<file path="src/rtl/hs_pkg.sv">
// rtl/hs_pkg.sv - shared constants and helpers for the handshake byte packer
//
// Contents:
//   HS_DATA_W     width of one handshake beat (byte lane)
//   HS_MAX_LANES  largest supported lane count
//   clog2(n)      ceil(log2(n)), never less than 1 so counters keep a bit
//   therm_mask(n) n ones from bit 0
package hs_pkg;

    localparam int HS_DATA_W    = 8;
    localparam int HS_MAX_LANES = 16;

    function automatic int clog2(input int n);
        int r;
        r = 0;
        for (int i = 0; i < 31; i++) begin
            if ((1 << i) < n) begin
                r = i + 1;
            end
        end
        return (r < 1) ? 1 : r;
    endfunction

    function automatic logic [HS_MAX_LANES-1:0] therm_mask(input int n);
        logic [HS_MAX_LANES-1:0] m;
        m = '0;
        for (int i = 0; i < HS_MAX_LANES; i++) begin
            if (i < n) begin
                m[i] = 1'b1;
            end
        end
        return m;
    endfunction

endpackage

</file>
<file path="src/rtl/hs_out_reg.sv">
// rtl/hs_out_reg.sv - registered output slice of the byte packer
//
// Ports:
//   clk, reset_n   clock, asynchronous active-low reset
//   load_i         a word closes this cycle (closing beat accepted)
//   word_i/keep_i/last_i  word to capture on load_i
//   ready_post_i   downstream ready
//   valid_post_o, data_o, keep_o, last_o  registered output word
//   ready_pre_o    upstream ready: output slot free or draining this cycle
module hs_out_reg
    import hs_pkg::*;
#(
    parameter int DATA_W = HS_DATA_W,
    parameter int LANES  = 4
) (
    input  logic                    clk,
    input  logic                    reset_n,
    input  logic                    load_i,
    input  logic [DATA_W*LANES-1:0] word_i,
    input  logic [LANES-1:0]        keep_i,
    input  logic                    last_i,
    input  logic                    ready_post_i,
    output logic                    valid_post_o,
    output logic [DATA_W*LANES-1:0] data_o,
    output logic [LANES-1:0]        keep_o,
    output logic                    last_o,
    output logic                    ready_pre_o
);

    // Only combinational path from downstream to upstream.
    assign ready_pre_o = !valid_post_o || ready_post_i;

    // A load wins over the drain so back-to-back words have no bubble;
    // payload is only written on load so it stays stable while stalled.
    always_ff @(posedge clk or negedge reset_n) begin
        if (!reset_n) begin
            valid_post_o <= 1'b0;
            data_o       <= '0;
            keep_o       <= '0;
            last_o       <= 1'b0;
        end else if (load_i) begin
            valid_post_o <= 1'b1;
            data_o       <= word_i;
            keep_o       <= keep_i;
            last_o       <= last_i;
        end else if (valid_post_o && ready_post_i) begin
            valid_post_o <= 1'b0;
        end
    end

endmodule

</file>
<file path="src/rtl/handshake_byte_packer.sv">
// rtl/handshake_byte_packer.sv - packs DATA_W-bit beats into LANES-lane words
//
// Ports:
//   clk, reset_n                 clock, asynchronous active-low reset
//   valid_pre_i, ready_pre_o     upstream beat handshake
//   data_i, last_i               beat payload, packet-end marker
//   valid_post_o, ready_post_i   downstream word handshake
//   data_o                       packed word, lane 0 = first beat
//   keep_o                       thermometer lane-valid mask
//   last_o                       word was closed by last_i
module handshake_byte_packer
    import hs_pkg::*;
#(
    parameter int DATA_W = HS_DATA_W,
    parameter int LANES  = 4
) (
    input  logic                    clk,
    input  logic                    reset_n,
    input  logic                    valid_pre_i,
    output logic                    ready_pre_o,
    input  logic [DATA_W-1:0]       data_i,
    input  logic                    last_i,
    output logic                    valid_post_o,
    input  logic                    ready_post_i,
    output logic [DATA_W*LANES-1:0] data_o,
    output logic [LANES-1:0]        keep_o,
    output logic                    last_o
);

    localparam int              CNT_W     = clog2(LANES);
    localparam logic [CNT_W-1:0] LAST_LANE = CNT_W'(LANES - 1);

    logic [CNT_W-1:0]           cnt;
    logic [DATA_W*(LANES-1)-1:0] acc;
    logic [LANES-2:0]           acc_keep;

    logic                       in_fire;
    logic                       close;
    logic                       load;
    logic [DATA_W*LANES-1:0]    word;
    logic [LANES-1:0]           word_keep;

    assign in_fire   = valid_pre_i && ready_pre_o;
    assign close     = (cnt == LAST_LANE) || last_i;
    assign load      = in_fire && close;
    assign word_keep = LANES'(therm_mask(int'(cnt) + 1));

    // Lanes already filled come from the accumulator, the current lane takes
    // the incoming beat, and everything above is forced to zero.
    for (genvar g = 0; g < LANES; g++) begin : g_lane
        if (g < LANES - 1) begin : g_acc
            assign word[g*DATA_W +: DATA_W] =
                acc_keep[g]             ? acc[g*DATA_W +: DATA_W] :
                (cnt == CNT_W'(g))      ? data_i                  : '0;
        end else begin : g_top
            assign word[g*DATA_W +: DATA_W] = (cnt == CNT_W'(g)) ? data_i : '0;
        end
    end

    always_ff @(posedge clk or negedge reset_n) begin
        if (!reset_n) begin
            cnt      <= '0;
            acc      <= '0;
            acc_keep <= '0;
        end else if (in_fire) begin
            if (close) begin
                cnt      <= '0;
                acc      <= '0;
                acc_keep <= '0;
            end else begin
                for (int i = 0; i < LANES - 1; i++) begin
                    if (cnt == CNT_W'(i)) begin
                        acc[i*DATA_W +: DATA_W] <= data_i;
                        acc_keep[i]             <= 1'b1;
                    end
                end
                cnt <= cnt + 1'b1;
            end
        end
    end

    hs_out_reg #(
        .DATA_W (DATA_W),
        .LANES  (LANES)
    ) u_out_reg (
        .clk          (clk),
        .reset_n      (reset_n),
        .load_i       (load),
        .word_i       (word),
        .keep_i       (word_keep),
        .last_i       (last_i),
        .ready_post_i (ready_post_i),
        .valid_post_o (valid_post_o),
        .data_o       (data_o),
        .keep_o       (keep_o),
        .last_o       (last_o),
        .ready_pre_o  (ready_pre_o)
    );

endmodule

</file>
<file path="config.mk">
export PLATFORM = sky130hd
export DESIGN_NAME = handshake_byte_packer
export DESIGN_NICKNAME = d
export VERILOG_FILES = /design/src/rtl/hs_pkg.sv /design/src/rtl/hs_out_reg.sv /design/src/rtl/handshake_byte_packer.sv
export SDC_FILE = /design/constraint.sdc
export NUM_CORES = 1
export LEC_CHECK = 0
export CAP_MARGIN = 10
export CORE_UTILIZATION = 57
export CTS_CLUSTER_SIZE = 40
export DETAILED_ROUTE_END_ITERATION = 12
export GPL_TIMING_DRIVEN = 0
export PLACE_DENSITY_LB_ADDON = 0.08
export RECOVER_POWER = 50
export SLEW_MARGIN = 20
export SYNTH_ARGS = -nofsm -noshare
export SYNTH_HDL_FRONTEND = slang
export SYNTH_SLANG_ARGS = --single-unit
</file>
<file path="constraint.sdc">
create_clock -name clk -period 3 [get_ports clk]
set_input_delay 0.45 -clock clk [delete_from_list [all_inputs] [get_ports clk]]
set_output_delay 0.45 -clock clk [all_outputs]
set_load 0.01 [all_outputs]
</file>
Yosys cells after proc, flatten, opt, wreduce, memory -nomap -nowiden --
Cells that the tools add are included.
Cells by class: reductions and logical operators 14, equal/unequal tests 3, multiplexer cells 22, $add $sub $neg 2, magnitude comparators 4
Operators by type and width (count):
- $mux 8 | 10
- $mux 24 | 1
- $mux 1 | 9
- $reduce_bool 2->1 | 4
- $lt 1x3->1 const A | 2
- $lt 2x3->1 const A | 2
- $reduce_and 2->1 | 3
- $eq 2x2->1 const B | 2
- $add 2x1->3 const B | 1
- $logic_and 1x1->1 | 3
- $mux 3 | 1
- $add 2x1->2 const B | 1
- $eq 2x1->1 const B | 1
- $logic_not 2->1 | 1
- $logic_or 1x1->1 | 2
- $mux 2 | 1
- $logic_not 1->1 | 1
Storage, ports and cells: bits in registers 67, input bits 13

Longest topological paths before layout --
Gate-level depths: netlist of run 1.
depth after elaboration 5, gate-level depth with buffers 6, mapped depth without buffers 5

Cells and area by module --
From an unflattened synthesis of run 1, not the netlist that was laid out.
Unflattened totals: cell total of the unflattened synthesis 290, area total of the unflattened synthesis 3449.6 um2
By module, submodules not included:
- handshake_byte_packer | cells each 209, instances 1, area an instance 1959.4 um2, seq. area each 725.7 um2
- hs_out_reg | cells each 81, instances 1, area an instance 1490.2 um2, seq. area each 950.9 um2

Least setup slack after synthesis of run 1 --
Ideal clock, no wire load.
path type register to register, start point register cnt[0], end point register u_out_reg.data_o[10], data required time 2875 ps, clock period less this slack 1777 ps, path slack 1223 ps, setup time 125 ps, stages on the path, launching flop included 7, data arrival time 1652 ps, path through dfrtp_1 ha_1 or2_1 buf_4 nand3_4 buf_6 mux2_4
Between the ends: cells in the longest elaborated chain, start to end 3, elaborated cells between the ends (all ways) 6
Ends and longest elaborated chain:
- start, declared | RTL line handshake_byte_packer.sv:33 | logic [CNT_W-1:0] cnt;
- start signal, assigned | RTL line handshake_byte_packer.sv:77 | cnt <= cnt + 1'b1;
- $eq 2x1->1 / $eq 2x2->1 (equally long branches) | RTL line handshake_byte_packer.sv:54, handshake_byte_packer.sv:44
- $mux 8 / $logic_or 1x1->1 (equally long branches) | RTL line handshake_byte_packer.sv:54, handshake_byte_packer.sv:44
- $mux 8 / $logic_and 1x1->1 (equally long branches) | RTL line handshake_byte_packer.sv:53, handshake_byte_packer.sv:45
- end signal, assigned | RTL line hs_out_reg.sv:43 | data_o <= word_i;
- end, declared | RTL line hs_out_reg.sv:24 | output logic [DATA_W*LANES-1:0] data_o,
Parallel ways exist; a longest one is shown, timed or not. A chain may end at the register's enable or synchronous reset.

Worst setup path in the final report of run 1 --
start point input port ready_post_i, end point output port ready_pre_o
Between the ends: cells in the longest elaborated chain, start to end 1
Ends and longest elaborated chain:
- start, declared | RTL line handshake_byte_packer.sv:24 | input logic ready_post_i,
- $logic_or 1x1->1 | RTL line hs_out_reg.sv:31 | assign ready_pre_o = !valid_post_o || ready_post_i;
- end, declared | RTL line handshake_byte_packer.sv:20 | output logic ready_pre_o,
No other way between the ends.

==> impl_metrics.json, run 1 <==
{
  "die_y_microns": 75.9,
  "drive_gt1_frac": 0.182,
  "hp-class": "flip-flop to flip-flop",
  "cts_sinks": 67,
  "rsz0062_at_grt": "false",
  "post_layout_nonfiller_instances": 394,
  "yosysTopAreaCell": "dfrtp_1",
  "numCtsBuffers": 9,
  "die_area_sq_um": 5750,
  "cts_setup_buffers": 0,
  "h-tree-depth": 3,
  "fillCellCount": 350,
  "drtAntennaViolNets": 0,
  "grt_pass1_vias": 2099,
  "crit_type": "primary input to output port",
  "area_growth_pct": 26.5,
  "grt_pass1_wl_microns": 10700,
  "async_flop_share": 1.00,
  "finalHoldViolations": 0,
  "core_sq_um": 5170,
  "grt_usage": 0.264,
  "fin_crit_ns": 2.67,
  "ys_seq_elements": 67,
  "finClkSkew_ns": 0.00974,
  "fmax_mhz": 375,
  "drcViolationCount": 0,
  "cp_max_fo": 10,
  "port_buffers": 51,
  "netlist_top_cells_area": "dfrtp_1 (54%), mux2_4 (9.7%), a22o_1 (8.7%)",
  "dp.final_hpwl_microns": 4550,
  "power_density_nw_per_um2": 735,
  "crit_chain": "dlygate4sd3_1 > nand2b_1 > clkbuf_1 > buf_4 > clkdlybuf4s50_1",
  "synth_commonest_cells": "dfrtp_1 (67), nand2_1 (44), a22o_1 (31)",
  "synth-main-ff-cell": "dfrtp_1",
  "clock_path_buffers": 2,
  "status": "completed",
  "post-route-period-util": 0.889,
  "tightest_slew_ns": 0.791,
  "required_ns": 2.55,
  "finalSetupViolations": 0,
  "grt_max_degree": 56,
  "syn_area_sq_um": 3110,
  "routabilityCongestion": 0.774,
  "ir_drop_v": 0.000487,
  "p_leak_uw": 0.00187,
  "max_stage_delay_ns": 0.56,
  "vias_per_cell": 5.71,
  "cts_tree": "done",
  "drt_first_pass_iters": 4,
  "wire_per_inst_microns": 17.4,
  "start_util": 0.601,
  "tns_ns": 0,
  "cp.arrival_ns": 2.22,
  "fin_nets": 338,
  "avgSynthCellArea_sq_um": 12.2,
  "slew_violations": 0,
  "clk_latency_ns": 0.34,
  "num_antenna_cells": 0,
  "overflow": 0,
  "yosysUniqueCellTypes": 27,
  "antenna_found_initial": 0,
  "slew_headroom": 0.473,
  "rows": 26,
  "synth_cells": 255,
  "synth-warning-count": 0,
  "synth_edf_count": 0,
  "routed_wl_microns": 6870,
  "drt_iter0_drc": 182,
  "yosysMostFrequentCell": "dfrtp_1",
  "path_clk_slew_ns": 0.06,
  "cts_root_buf": "clkbuf_8",
  "worst_setup_path_end_kind": "output port",
  "slowest_stage": "clkdlybuf4s50_1",
  "maxCapViolations": 0,
  "place_inst": 377,
  "cp-start-kind": "primary input",
  "via_count": 2248,
  "die_width_microns": 75.9,
  "synth_nets": 274,
  "io_pins": 52,
  "synth_top_area_frac": 0.539,
  "yosysSeqAreaShare": 0.539
}
[routing by layer]
layer  track usage  vias up  wire, microns  part of all wire
met2         0.407       70           3440              0.50
met3        0.0661       16            314             0.046
li1              -     1026              -                 -
met4         0.128        0            150             0.022
met1         0.350     1136           2970              0.43
met5             0        -              0                 0
[report_power, final]
part | switching (uW) | total [uW] | internal (uW)
Combinational | 428 | 934 | 506
Clock | 331 | 737 | 406
Sequential | 115 | 1220 | 1100
[registers in the layout, indices dropped and copies added (netlist names)]
register / count
u_out_reg.data_o: 32
u_out_reg.valid_post_o: 1
u_out_reg.last_o: 1
cnt: 2
acc: 24
u_out_reg.keep_o: 4
acc_keep: 3
[area by class of cell]
class                   count  area, sq um  share of cell area
plain buffers              19          101              0.0258
clock buffers              12          145              0.0369
clock inverters             4         50.0              0.0127
inverters                  11         41.3              0.0105
multi-input cells         158         1290               0.328
flip-flops and latches     67         1680               0.426
well taps                  70         87.6              0.0223
repair buffers             53          542               0.138
[logic make-up (layout without fill, tap and decap cells)]
| kind of cell | count (synthesis) | after routing | synth area share |
|---|---|---|---|
| adder cells (fa/ha/maj) | 6 | 6 | 0.0241 |
| flip-flops | 67 | 67 | 0.539 |
| AND/OR/NAND/NOR | 57 | 57 | 0.0813 |
| buffers and inverters | 30 | 99 | 0.0463 |
| multiplexers | 38 | 38 | 0.158 |
| AO/OA/AOI/OAI | 57 | 57 | 0.151 |
[cell usage in the layout (no fill, tap or decap), drive strengths merged, types with 3 or more instances in the layout]
cell	count
nand2	44
o211ai	3
o21ai	17
clkbuf	24
nand3	3
dfrtp	67
nor2	4
mux2	29
ha	6
and4	3
inv	11
a22o	31
clkdlybuf4s50	34
dlygate4sd3	17
buf	9
mux2i	9
[timing repair]
action	4_1_cts	5_1_grt
hold buffers	1	0
endpoints found under the hold margin	12	0
gates resized for setup	0	0
[final timing paths]
kind / to / slack, ns / depth (start not counted) / startpoint
setup reg to reg: u_out_reg.data_o[8] / 1.04 / 6 / cnt[0]
hold reg to reg: u_out_reg.data_o[3] / 0.49 / 1 / u_out_reg.data_o[3]
setup / recovery: ready_pre_o / 0.33 / 5 / ready_post_i
min in group asynchronous: u_out_reg.data_o[22] / 0.70 / 2 / reset_n
hold / removal: u_out_reg.data_o[3] / 0.49 / 1 / u_out_reg.data_o[3]
max in group asynchronous: u_out_reg.keep_o[3] / 1.56 / 3 / reset_n
[through the flow]
stage / utilization / power [uW] / instance area [sq um] / worst slack [ns] / hold slack [ns]
floorplan: - / 1750 / 3110 / 1.22 / 0.154
detailed placement: 0.722 / 2190 / 3730 / 0.585 / 0.314
finish: 0.760 / 2890 / 3930 / 0.333 / 0.495
global placement: 0.717 / 2150 / 3710 / -0.701 / 0.483
CTS: 0.761 / 2930 / 3940 / 0.574 / 0.490
global route: 0.760 / 3040 / 3930 / 0.281 / 0.519
[worst max-delay path, delay by kind of cell]
family	cells	cell delay (ns)
and+or+nand+nor	1	0.10
buffers and inverters	4	1.66
(Power assumes the default switching activity.)
==> inputs of run 2 (changes only) <==
--- a/config.mk
+++ b/config.mk
@@ -5,8 +5,8 @@
 export SDC_FILE = /design/constraint.sdc
 export NUM_CORES = 1
 export LEC_CHECK = 0
-export CAP_MARGIN = 10
-export CORE_UTILIZATION = 57
+export CAP_MARGIN = 0
+export CORE_UTILIZATION = 45
 export CTS_CLUSTER_SIZE = 40
 export DETAILED_ROUTE_END_ITERATION = 12
 export GPL_TIMING_DRIVEN = 0
==> constraint.sdc (replaced) <==
create_clock -name clk -period 3 [get_ports clk]
set_input_delay 0.3 -clock clk [delete_from_list [all_inputs] [get_ports clk]]
set_output_delay 0.3 -clock clk [all_outputs]
set_load 0.01 [all_outputs]
==> run 2 against run 1 <==
Sequential power is essentially flat; critical path type unchanged; wire length shrank 2.2%; power shrank 0.61%; first-iteration DRC count shrank 45%; design area grew 0.19%.
==> impl_metrics.json, run 2 (synthesis results as in run 1) <==
{
  "status": "completed",
  "grt_pass1_wl_microns": 11100,
  "slew_violations": 0,
  "final_cell_mix": "dfrtp_1 (67), nand2_1 (44), clkdlybuf4s50_1 (33), a22o_1 (31), mux2_4 (20)",
  "worst_setup_path_end_kind": "output port",
  "path_depth": 5,
  "antenna_found_initial": 0,
  "path_clk_slew_ns": 0.07,
  "num_antenna_cells": 0,
  "power.share.switching": 0.302,
  "combPwrFrac": 0.320,
  "rows": 29,
  "die_width_microns": 85.1,
  "slowest_stage": "clkdlybuf4s50_1",
  "crit_chain": "dlygate4sd3_1 > nand2b_1 > clkbuf_1 > buf_4 > clkdlybuf4s50_1",
  "maxCapViolations": 0,
  "dp.final_hpwl_microns": 4390,
  "area_growth_pct": 26.7,
  "die_area_sq_um": 7250,
  "finClkSkew_ns": 0.00770,
  "cpLargestDelayFamily": "buffers and inverters",
  "critPathBufInv": 4,
  "io_pins": 52,
  "wire_per_inst_microns": 16.8,
  "intPower_uw": 2010,
  "cts_root_buf": "clkbuf_8",
  "cts_sinks": 67,
  "final_common_cell": "dfrtp_1",
  "tightest_slew_ns": 1.32,
  "final_area_sq_um": 3940,
  "seq_area_sq_um": 1680,
  "grt_usage": 0.207,
  "required_ns": 2.70,
  "max_stage_delay_ns": 0.56,
  "finalHoldViolations": 0,
  "clk_latency_ns": 0.34,
  "largest-register": "u_out_reg.data_o",
  "routabilityCongestion": 0.724,
  "rsz0062_at_grt": "false",
  "crit_type": "primary input to output port",
  "top_regs": "u_out_reg.data_o (32), acc (24), u_out_reg.keep_o (4)",
  "switchingPower_uw": 867,
  "cts_tree": "done",
  "power.total_uw": 2870,
  "port_buffers": 51,
  "grt_max_degree": 47,
  "dpl_cell_area_sq_um": 3740,
  "cts_resized": 0,
  "fillCellCount": 560,
  "cts_hold_buf": 1,
  "p_leak_uw": 0.00188,
  "holdPathStages": 1,
  "core_sq_um": 6490,
  "cp-start-kind": "primary input",
  "ir_drop_v": 0.000406,
  "drt_first_pass_iters": 4,
  "drtAntennaViolNets": 0,
  "start_util": 0.479,
  "ff2ff_path_depth": 5,
  "post-route-period-util": 0.797,
  "slew_headroom": 0.121,
  "drt_iter0_drc": 101,
  "clkPwrFrac": 0.258,
  "cp.arrival_ns": 2.09,
  "vias_per_cell": 5.42,
  "overflow": 0,
  "fmax_mhz": 418,
  "fin_nets": 338,
  "fin_crit_ns": 2.39,
  "clock_path_buffers": 2,
  "via_count": 2172,
  "p_seq_frac": 0.422,
  "largest_reg_flops": 32,
  "drcViolationCount": 0,
  "cts_setup_buffers": 0,
  "multiInputGateArea_sq_um": 1290,
  "cp_max_fo": 10,
  "die_y_microns": 85.1,
  "hp-class": "flip-flop to flip-flop",
  "routed_wl_microns": 6720,
  "grt_pass1_vias": 2131,
  "finalSetupViolations": 0,
  "h-tree-depth": 3,
  "numCtsBuffers": 9,
  "drive_gt1_frac": 0.185,
  "power_density_nw_per_um2": 729
}
run 2: cell count changes in the layout (fill, tap and decap cells not counted), sizes merged:
cell	before	now
clkinv	1	3
clkbuf	24	23
clkdlybuf4s50	34	33
clkinvlp	2	1
dlygate4sd3	17	18
run 2: area by class of cell:
class / instances / area share
sequential: 67 / 0.426
multi-input combinational: 158 / 0.327
timing repair buffer: 53 / 0.138
clock buffer: 11 / 0.0359
buffer: 19 / 0.0257
tap: 77 / 0.0245
clock inverter: 5 / 0.0133
inverter: 11 / 0.0105
run 2: final timing paths:
check / slack (ns) / to / startpoint
setup reg to reg: 1.04 / acc_keep[2] / cnt[0]
hold reg to reg: 0.50 / u_out_reg.data_o[5] / u_out_reg.data_o[5]
hold / removal: 0.50 / u_out_reg.data_o[5] / u_out_reg.data_o[5]
setup / recovery: 0.61 / ready_pre_o / ready_post_i
min in group asynchronous: 0.78 / u_out_reg.data_o[16] / reset_n
max in group asynchronous: 1.38 / u_out_reg.keep_o[1] / reset_n
run 2: layer usage:
metal	global-route usage	wire length, microns	vias to the layer above
li1	-	-	1023
met1	0.286	3170	1090
met2	0.315	3180	50
met3	0.0389	238	9
met4	0.102	133	0
met5	0	0	-
run 2: power by group through the flow:
stage / Combinational (uW) / Sequential (uW) / Clock [uW]
floorplan: 477 / 1280 / 0
global placement: 934 / 1230 / 0
detailed placement: 950 / 1230 / 0
CTS: 955 / 1220 / 762
global route: 999 / 1240 / 792
finish: 919 / 1210 / 742
run 2: per-stage QoR:
| stage | std cells | worst slack [ns] | TNS (ns) | utilization | hold WS (ns) |
|---|---|---|---|---|---|
| final | 401 | 0.610 | 0 | 0.607 | 0.502 |
| after global routing | 401 | 0.519 | 0 | 0.607 | 0.518 |
| after CTS | 401 | 0.856 | 0 | 0.607 | 0.396 |
| after detailed placement | 384 | 0.864 | 0 | 0.576 | 0.219 |
| after global placement | 383 | -0.666 | -44.30 | 0.572 | 0.484 |
| after floorplan | 255 | 1.22 | 0 | - | 0.00441 |
run 2: worst reg2reg max path, cell delays in order (launching register included):
cell and delay (ns):
dfrtp_1 0.48, inv_1 0.12, ha_1 0.22, clkbuf_1 0.27, o211ai_4 0.39, mux2_2 0.37
==> inputs of run 3 (changes only) <==
==> constraint.sdc (replaced) <==
create_clock -name clk -period 2.21 [get_ports clk]
set_input_delay 0.221 -clock clk [delete_from_list [all_inputs] [get_ports clk]]
set_output_delay 0.221 -clock clk [all_outputs]
set_load 0.01 [all_outputs]
==> run 3 against run 2 <==
Cell count did not move; wire length barely moved; clock power rose by 36%; register-to-register slack got worse by 0.78 ns; utilization barely moved; design area barely moved; via count fell by 0.32%; largest cell class unchanged; die area did not move; sequential cell count did not move; non-clock buffer count did not move; critical path type is now flip-flop to output port; worst setup slack got worse by 0.42 ns; clock skew barely moved.
==> impl_metrics.json, run 3 (synthesis results as in run 1) <==
{
  "area_growth_pct": 26.8,
  "cp.arrival_ns": 1.80,
  "maxCapViolations": 0,
  "drcViolationCount": 0,
  "cp-start-kind": "flip-flop",
  "place_inst": 384,
  "fin_util": 0.607,
  "num_antenna_cells": 0,
  "tns_ns": 0,
  "clock_path_buffers": 2,
  "die_y_microns": 85.1,
  "multiInputGateArea_sq_um": 1290,
  "ir_drop_v": 0.000551,
  "dp_slack_ns": 0.232,
  "core_sq_um": 6490,
  "cts_sinks": 67,
  "overflow": 0,
  "drt_first_pass_iters": 4,
  "final_common_cell": "dfrtp_1",
  "cp_max_fo": 10,
  "post-route-period-util": 0.915,
  "largest-register": "u_out_reg.data_o",
  "start_util": 0.479,
  "port_buffers": 51,
  "post_layout_nonfiller_instances": 401,
  "seq_area_sq_um": 1680,
  "finalSetupViolations": 0,
  "cts_tree": "done",
  "finalHoldViolations": 0,
  "fin_nets": 338,
  "required_ns": 1.99,
  "largest_reg_flops": 32,
  "tightest_slew_ns": 1.32,
  "drtAntennaViolNets": 0,
  "routabilityCongestion": 0.724,
  "cts_resized": 0,
  "top_regs": "u_out_reg.data_o (32), acc (24), u_out_reg.keep_o (4)",
  "rsz0062_at_grt": "false",
  "clk_latency_ns": 0.34,
  "die_area_sq_um": 7250,
  "io_pins": 52,
  "worst_setup_path_end_kind": "output port",
  "numCtsBuffers": 9,
  "vias_per_cell": 5.40,
  "power_density_nw_per_um2": 989,
  "rrSetupSlack_ns": 0.26,
  "slew_violations": 0,
  "power.total_uw": 3900,
  "status": "completed",
  "grt_pass1_wl_microns": 11100,
  "drive_gt1_frac": 0.188,
  "rows": 29,
  "via_count": 2165,
  "p_leak_uw": 0.00188,
  "fmax_mhz": 494,
  "hp-class": "flip-flop to flip-flop",
  "slew_headroom": 0.120,
  "final_cell_mix": "dfrtp_1 (67), nand2_1 (44), clkdlybuf4s50_1 (33), a22o_1 (31), mux2_4 (20)",
  "finClkSkew_ns": 0.00776,
  "cts_root_buf": "clkbuf_8",
  "drt_iter0_drc": 101,
  "fin_crit_ns": 2.02,
  "grt_pass1_vias": 2131,
  "antenna_found_initial": 0,
  "die_width_microns": 85.1,
  "final.setup.worst_slack_ns": 0.187,
  "dp.final_hpwl_microns": 4390,
  "crit_type": "flip-flop to output port",
  "grt_max_degree": 47,
  "wire_per_inst_microns": 16.8,
  "routed_wl_microns": 6720,
  "fillCellCount": 559,
  "grt_usage": 0.207,
  "h-tree-depth": 3,
  "path_clk_slew_ns": 0.07
}
==> run 3: path summary, 6_finish.rpt <==
path                                              from  cells after the start                    to
worst max-delay path            u_out_reg.valid_post_o                      4           ready_pre_o
worst min-delay path               u_out_reg.data_o[5]                      1   u_out_reg.data_o[5]
worst max register to register                  cnt[0]                      5           acc_keep[2]
worst min register to register     u_out_reg.data_o[5]                      1   u_out_reg.data_o[5]
max in group asynchronous                      reset_n                      3   u_out_reg.keep_o[1]
min in group asynchronous                      reset_n                      2  u_out_reg.data_o[16]
==> run 3: routing by layer <==
layer	vias up	global-route usage	wire [microns]
li1	1023	-	-
met1	1085	0.286	3140
met2	48	0.315	3180
met3	9	0.0389	261
met4	0	0.102	133
met5	-	0	0
==> run 3: power breakdown <==
part	switching, uW	internal [uW]
Sequential	146	1500
Clock	461	546
Combinational	569	678
==> run 3: final cells by class <==
type,count,share of cell area
plain buffers,19,0.0260
clock buffers,11,0.0359
clock inverters,5,0.0133
inverters,11,0.0105
multi-input cells,158,0.327
flip-flops and latches,67,0.425
well taps,77,0.0244
repair buffers,53,0.137
==> run 3: critical path, stage by stage (launching register included) <==
cell	delay [ns]
dfrtp_1	0.38
nand2b_1	0.09
buf_2	0.20
buf_4	0.23
clkdlybuf4s50_1	0.56
==> run 3: metrics by stage <==
step	hold WS, ns	area [sq um]
after floorplan	-0.0746	3110
after global placement	0.484	3720
after detailed placement	0.140	3740
after CTS	0.317	3950
after global routing	0.518	3940
final	0.502	3940
==> run 3: timing repair <==
action	CTS	global route
endpoints found under the hold margin	21	0
setup buffers	0	0
hold buffers	1	0
